`config.mk`:
```
export PLATFORM = sky130hd
export DESIGN_NAME = prefetch_unit
export DESIGN_NICKNAME = d
export VERILOG_FILES = /design/src/rtl/cpu_types_pkg.sv /design/src/rtl/prefetch_fifo.sv /design/src/rtl/prefetch_unit.sv
export SDC_FILE = /design/constraint.sdc
export NUM_CORES = 1
export LEC_CHECK = 0
export BUFFER_PORTS_ARGS = -buffer_cell sky130_fd_sc_hd__buf_2
export CORE_ASPECT_RATIO = 0.75
export CORE_MARGIN = 3
export CORE_UTILIZATION = 50
export CTS_BUF_LIST = sky130_fd_sc_hd__clkbuf_8 sky130_fd_sc_hd__clkbuf_16
export DETAILED_ROUTE_END_ITERATION = 6
export PLACE_DENSITY = 0.71
export SLEW_MARGIN = 20
export SYNTH_ARGS = -nofsm -noshare
export SYNTH_HDL_FRONTEND = slang
export SYNTH_SLANG_ARGS = --single-unit
```
`constraint.sdc`:
```
create_clock -name clk -period 6.05 [get_ports clk]
set_input_delay 1.21 -clock clk [delete_from_list [all_inputs] [get_ports clk]]
set_output_delay 1.21 -clock clk [all_outputs]
set_load 0.005 [all_outputs]
```
`src/rtl/cpu_types_pkg.sv`:
```
// Shared CPU front-end types: prefetch FSM states, fetch strides and address alignment.
// The Thumb variant is enabled by defining PREFETCH_THUMB_EN.
package cpu_types_pkg;

  typedef enum logic [1:0] {
    IDLE  = 2'd0,
    FETCH = 2'd1,
    FULL  = 2'd2
  } prefetch_state_t;

  localparam logic [31:0] FETCH_STRIDE_ARM   = 32'd4;
  localparam logic [31:0] FETCH_STRIDE_THUMB = 32'd2;

  function automatic logic [31:0] align_fetch_addr(input logic [31:0] addr, input logic thumb);
    return thumb ? {addr[31:1], 1'b0} : {addr[31:2], 2'b00};
  endfunction

endpackage

```
`src/rtl/prefetch_fifo.sv`:
```
// Synchronous circular FIFO with flush; DEPTH must be a power of two so the pointers wrap for free.
// Storage is left unreset; only pointers and occupancy are cleared.
module prefetch_fifo #(
  parameter int DEPTH = 4,
  parameter int WIDTH = 64
) (
  input  logic                       clk,
  input  logic                       reset,
  input  logic                       i_push,
  input  logic                       i_pop,
  input  logic                       i_flush,
  input  logic [WIDTH-1:0]           i_wdata,
  output logic [WIDTH-1:0]           o_rdata,
  output logic [$clog2(DEPTH+1)-1:0] o_count,
  output logic                       o_empty
);
  import cpu_types_pkg::*;

  localparam int PW = $clog2(DEPTH);
  localparam int CW = $clog2(DEPTH+1);

  logic [WIDTH-1:0] r_mem [DEPTH];
  logic [PW-1:0]    r_head;
  logic [PW-1:0]    r_tail;
  logic [CW-1:0]    r_count;
  logic             w_push;
  logic             w_pop;
  logic             w_full;

  assign o_empty = (r_count == '0);
  assign w_full  = (r_count == CW'(DEPTH));
  assign w_pop   = i_pop && !o_empty;
  assign w_push  = i_push && (!w_full || w_pop);

  always_ff @(posedge clk) begin
    if (!reset || i_flush) begin
      r_head  <= '0;
      r_tail  <= '0;
      r_count <= '0;
    end else begin
      if (w_push) r_tail <= r_tail + PW'(1);
      if (w_pop)  r_head <= r_head + PW'(1);
      case ({w_push, w_pop})
        2'b10:   r_count <= r_count + CW'(1);
        2'b01:   r_count <= r_count - CW'(1);
        default: r_count <= r_count;
      endcase
    end
  end

  always_ff @(posedge clk) begin
    if (w_push && reset && !i_flush) r_mem[r_tail] <= i_wdata;
  end

  assign o_rdata = r_mem[r_head];
  assign o_count = r_count;

endmodule

```
`src/rtl/prefetch_unit.sv`:
```
// Instruction prefetcher: fetches sequentially into a queue and redirects on flush.
// Defining PREFETCH_THUMB_EN adds a thumb input selecting 2-byte stride and halfword instructions.
module prefetch_unit #(
  parameter int          DEPTH        = 4,
  parameter logic [31:0] RESET_VECTOR = 32'h0000_0000
) (
  input  logic                       clk,
  input  logic                       reset,
  input  logic                       flush,
  input  logic [31:0]                flush_addr,
  output logic                       bus_read_en,
  output logic [31:0]                bus_addr,
  input  logic [31:0]                bus_rdata,
  input  logic                       bus_ready,
  output logic                       instr_valid,
  output logic [31:0]                instr_data,
  output logic [31:0]                instr_pc,
  input  logic                       instr_ready,
`ifdef PREFETCH_THUMB_EN
  input  logic                       thumb,
`endif
  output logic [$clog2(DEPTH+1)-1:0] count
);
  import cpu_types_pkg::*;

  localparam int CW = $clog2(DEPTH+1);

  prefetch_state_t r_state;
  prefetch_state_t w_state_next;
  logic [31:0]     r_bus_addr;
  logic            w_thumb;
  logic            w_complete;
  logic            w_pop;
  logic            w_empty;
  logic [31:0]     w_head_data;
  logic [31:0]     w_stride;

`ifdef PREFETCH_THUMB_EN
  localparam int ENTRY_W = 65;
  logic               w_head_thumb;
  logic [ENTRY_W-1:0] w_wdata;
  logic [ENTRY_W-1:0] w_rdata;
  assign w_thumb = thumb;
  assign w_wdata = {w_thumb, r_bus_addr, bus_rdata};
  assign {w_head_thumb, instr_pc, w_head_data} = w_rdata;
  // Thumb entries expose only the halfword addressed by the entry's own pc.
  assign instr_data = w_head_thumb ?
                      {16'h0000, (instr_pc[1] ? w_head_data[31:16] : w_head_data[15:0])} :
                      w_head_data;
`else
  localparam int ENTRY_W = 64;
  logic [ENTRY_W-1:0] w_wdata;
  logic [ENTRY_W-1:0] w_rdata;
  assign w_thumb = 1'b0;
  assign w_wdata = {r_bus_addr, bus_rdata};
  assign {instr_pc, w_head_data} = w_rdata;
  assign instr_data = w_head_data;
`endif

  assign w_stride    = w_thumb ? FETCH_STRIDE_THUMB : FETCH_STRIDE_ARM;
  assign w_complete  = bus_read_en && bus_ready;
  assign instr_valid = !w_empty;
  assign w_pop       = instr_valid && instr_ready && !flush;
  assign bus_addr    = r_bus_addr;

  prefetch_fifo #(
    .DEPTH (DEPTH),
    .WIDTH (ENTRY_W)
  ) u_fifo (
    .clk     (clk),
    .reset   (reset),
    .i_push  (w_complete),
    .i_pop   (w_pop),
    .i_flush (flush),
    .i_wdata (w_wdata),
    .o_rdata (w_rdata),
    .o_count (count),
    .o_empty (w_empty)
  );

  always_ff @(posedge clk) begin
    if (!reset) r_state <= IDLE;
    else        r_state <= w_state_next;
  end

  always_comb begin
    w_state_next = r_state;
    if (flush) begin
      w_state_next = FETCH;
    end else begin
      case (r_state)
        IDLE:    w_state_next = FETCH;
        FETCH:   if (w_complete && !w_pop && count == CW'(DEPTH-1)) w_state_next = FULL;
        FULL:    if (w_pop) w_state_next = FETCH;
        default: w_state_next = IDLE;
      endcase
    end
  end

  // Request is combinational so a flush cycle never issues a stale address.
  always_comb begin
    bus_read_en = (r_state == FETCH) && !flush;
  end

  always_ff @(posedge clk) begin
    if (!reset)          r_bus_addr <= RESET_VECTOR;
    else if (flush)      r_bus_addr <= align_fetch_addr(flush_addr, w_thumb);
    else if (w_complete) r_bus_addr <= r_bus_addr + w_stride;
  end

endmodule

```
[Yosys cells after proc, flatten, opt, wreduce, memory -nomap -nowiden]
Memories as Yosys holds them, arrays and structs flattened. A register that Yosys moved wholly into a read port is not among the register bits.
Cells that the tools add are included.
Operators by class
  multiplexer cells: 11
  reductions and logical operators: 24
  eq/ne operators: 10
  add/sub/neg operators: 5
  bitwise logic cells: 1
Operators with widths (count)
  $mux 32: 2
  $add 32x3->32 const B: 1
  $logic_and 1x1->1: 10
  $mux 2: 4
  $pmux 2 s3: 1
  $pmux 3 s2: 1
  $logic_not 1->1: 5
  $add 2x1->2 const B: 2
  $eq 2x1->1 const B: 2
  $eq 2x2->1 const B: 2
  $reduce_and 2->1: 2
  $reduce_bool 2->1: 2
  $add 3x1->3 const B: 1
  $eq 3x2->1 const B: 1
  $eq 3x3->1 const B: 1
  $logic_not 3->1: 1
  $mux 1: 3
  $ne 3x2->1 const B: 1
  $ne 3x3->1 const B: 1
  $sub 3x1->3 const B: 1
  $logic_not 2->1: 1
  $logic_or 1x1->1: 2
  $ne 2x1->1 const B: 1
  $ne 2x2->1 const B: 1
  other kinds (2): 2
Storage, ports and cells
  memories: 1
  word-level logic and storage cells: 59
  input bits: 69
  register bits after elaboration: 41
  memory bits (writable): 256
Memories
  u_fifo.r_mem: words 4, width 64, rd ports 1, clocked after Yosys merged registers in 1, wr ports 1, line prefetch_fifo.sv:22  | logic [WIDTH-1:0] r_mem [DEPTH];

[Longest topological paths before layout]
  depth in word-level cells: 11
  gate-level depth with buffers: 11
  mapped depth without buffers: 9

[By module]
A second synthesis with hierarchy kept.
Second synthesis, totals
  cells, all modules: 643
  area, all modules: 11733.8 µm²
Modules (own cells, without submodules)
  prefetch_fifo: area an instance 9739.3 µm², cells an instance 394, times used 1
  prefetch_unit: area an instance 1994.4 µm², cells an instance 249, times used 1

[Worst setup path after synthesis]
Ideal clock, no wire load.
  path type: input -> register
  from: input port flush
  to: memory u_fifo.r_mem[0][0], enable pin
  slack: 2.150 ns
  cell stages on the path: 3
  data required time: 5.623 ns
  data arrival time: 3.473 ns
  path through: clkbuf_1 -> nor3_1 -> and3_1
On the way
  cells in the longest elaborated chain, start to end: 9
RTL lines
  start: declaration: line prefetch_unit.sv:9  | input logic flush,
  $logic_not 1->1 *: line prefetch_fifo.sv:52, prefetch_unit.sv:63, prefetch_unit.sv:102
  $logic_and 1x1->1: line prefetch_unit.sv:63  | assign w_pop = instr_valid && instr_ready && !flush;
  $logic_and 1x1->1: line prefetch_fifo.sv:32  | assign w_pop = i_pop && !o_empty;
  $logic_or 1x1->1: line prefetch_fifo.sv:33  | assign w_push = i_push && (!w_full || w_pop);
  $logic_and 1x1->1: line prefetch_fifo.sv:33
  $logic_and 1x1->1: line prefetch_fifo.sv:52  | if (w_push && reset && !i_flush) r_mem[r_tail] <= i_wdata;
  $logic_and 1x1->1 *: line prefetch_fifo.sv:52
  $mux 1 *: line prefetch_fifo.sv:52
  $mux 1 (not written as such) *: line prefetch_fifo.sv:52
  end: declaration: line prefetch_fifo.sv:22
Every way passes the cells marked *; elsewhere a longest branch is shown, timed or not.

==> results.yml <==
run_status:
  status: "finished clean"
clock_network:
  cts_max_level: 1
  cts.sinks: 289
  post-cts-setup-buffers: 0
  tritoncts: "yes"
  clk_pin_slew_worst_paths_ns: 0.06
  clockBufferDepth: 3
  cts_resized: 0
  cts_made_buffers: 27
  root_buffer: "clkbuf_16"
  hold_buffers: 0
  clock_latency_ns: 0.53
critical_path:
  crit_buf_inv: 2
  crit_type: "reg -> out"
  path_cells: "buf_4 -> mux4_2 -> buf_2"
  worstRegToRegCells: 3
  arrival_ns: 2.76
  required_ns: 4.84
  cp_top_family: "flip-flops"
  setup.worst_path.end_class: "output pin"
  path_max_fanout: 41
  critPathSlowestCell: "dfxtp_4"
  cp_slowest_stage_delay_ns: 0.94
  cp-start-kind: "flip-flop"
  cp.depth: 3
synth:
  yosysMostFrequentCell: "edfxtp_1"
  ys_top_cells_by_area: "edfxtp_1 65%, mux4_2 12%, dfxtp_1 7.2%"
  synth.largest_area_cell: "edfxtp_1"
  synthCells: 634
  syn-cell-area_um2: 11400
  synth_edf_count: 248
  ys_seq_area_share_pct: 72.7
  synth_ff_type: "edfxtp_1"
  yosysWarningCount: 0
  yosys.area.top_type_share_pct: 65.4
  yosys_register_bits: 289
  synth_area_per_cell_um2: 17.9
  ys_types: 58
  async_flop_share_pct: 0
  synth.top_cells.by_count: "248 x edfxtp_1, 62 x mux4_2, 41 x dfxtp_1, 26 x nand2_1, 22 x clkbuf_1"
sta:
  timing.fmax_mhz: 252
  min_period_over_period_pct: 65.6
  rsz0062_at_grt: "no"
  setup_tns_ns: 0
  setup_viol: 0
  drv_slew: 0
  hold_viol_final: 0
  fin_ws_ns: 2.08
  fin_crit_ns: 3.97
  worst_slew_pin_slew_ns: 1.02
  clock_skew_ns: 0.0174
  max_slew_margin_pct: 31.9
global_routing:
  grt_max_degree: 63
  grt_pass1_wl_um: 37900
  antenna_found_initial: 0
  grt-ovfl-total: 0
  grt_usage_pct: 19.6
  grt_pass1_vias: 6679
placement:
  dp.cells: 1060
  post-place-ws_ns: 1.89
  dp_hpwl_um: 14700
  gp_congestion: 0.818
  port-buffer-count: 163
layout:
  area.growth.synth_to_final_pct: 16.8
  fillers: 1646
  insertedDiodeCount: 0
  post-route-util_pct: 59.8
  fin_nets: 871
  stdcell_count: 1110
  drive_gt1_share_pct: 34.3
floorplanning:
  dieArea_um2: 24600
  dieWidth_um: 180
  start_util_pct: 51.2
  die_h_um: 137
  core_um2: 22200
  io_pins: 170
  std_cell_rows: 47
routing:
  num_vias: 6494
  via_per_inst: 5.85
  drc_errors: 0
  ant_nets: 0
  wl_um: 24300
  dr.pass1.iters: 5
  wire_per_inst_um: 21.9
  drtIter0Drc: 708
power:
  p_leak_nw: 4.51
  ir_drop_mv: 0.231
  p_per_area_nw_per_um2: 295
min_path:
  hold_depth: 2
  hp-class: "reg -> reg"
flow_run:
  drv_cap: 0
==> per-stage QoR <==
stage | hold WS, ns | instance area [µm²] | power, mW
floorplan | 0.485 | 11400 | 2.30
global placement | 0.504 | 12400 | 2.37
detailed placement | 0.518 | 12400 | 2.38
CTS | 0.548 | 13300 | 3.96
global route | 0.562 | 13300 | 4.06
finish | 0.544 | 13300 | 3.92
==> tightest hold or removal path: cells and delay by family (launching register included) <==
kind,cells,cell delay [ns]
DFF,1,0.35
xor gates and xnor gates,1,0.09
and+or+nand+nor,1,0.07
==> final timing paths <==
path / start / to / slack (ns)
worst max register to register: r_state[1]$_SDFFE_PP0P_ / u_fifo.r_mem[2][60]$_DFFE_PP_ / 2.71
worst min register to register: u_fifo.r_head[0]$_SDFFE_PP0P_ / flip-flop / 0.54
worst min-delay path: u_fifo.r_head[0]$_SDFFE_PP0P_ / flip-flop / 0.54
worst max-delay path: flip-flop / instr_data[3] / 2.08
==> report_power, final <==
group	total, mW	leakage (nW)	internal, mW	switching (mW)
registers	2.22	2.58	2.18	0.0367
logic	0.122	1.49	0.0527	0.0689
clock network	1.58	0.439	0.891	0.694
==> layout make-up <==
| class | instances | area (µm²) | share of cell area (%) |
|---|---|---|---|
| clock inverters | 20 | 121 | 0.913 |
| flip-flops and latches | 289 | 8280 | 62.3 |
| clock buffers | 30 | 717 | 5.40 |
| inverters | 13 | 48.8 | 0.367 |
| repair buffers | 165 | 831 | 6.25 |
| well taps | 294 | 368 | 2.77 |
| multi-input cells | 299 | 2930 | 22.0 |
==> layer usage <==
metal  track usage [%]  vias up  part of all wire, %
li1                  -     2901                    -
met1              28.1     3259                   42
met2              32.0      297                   48
met3              4.01       37                  7.9
met4              4.13        0                  2.0
met5                 0        -                    0
==> registers in the layout (all words and copies together) (netlist names), named ones only <==
| register | count |
|---|---|
| u_fifo.r_mem | 248 |
| bus_addr | 30 |
| u_fifo.r_tail | 2 |
| u_fifo.r_head | 2 |
| u_fifo.o_count | 3 |
| r_state | 2 |
==> cells by family after synthesis <==
kind of cell	share of synthesized area (%)
buf+inv	1.90
fa+ha+maj	0.836
compound gates	4.27
xor+xnor	0.847
other cells	0.0330
simple gates	7.00
flops	72.7
mux	12.4
==> placed cells by master (no fill, tap or decap), drive strengths merged, types with 7 or more instances in the layout <==
cell,netlist,routed
mux4,62,62
or3,8,8
a21oi,8,8
buf,14,165
inv,13,21
edfxtp,248,248
and3,10,10
and4,7,7
nor2,19,19
o21ai,18,18
a31oi,13,13
nand4,14,14
clkbuf,22,30
nand2,26,26
clkinv,0,9
dfxtp,41,41
nand3,21,21
xor2,8,8
or4,7,7
Power figures use the tool's default switching activity.
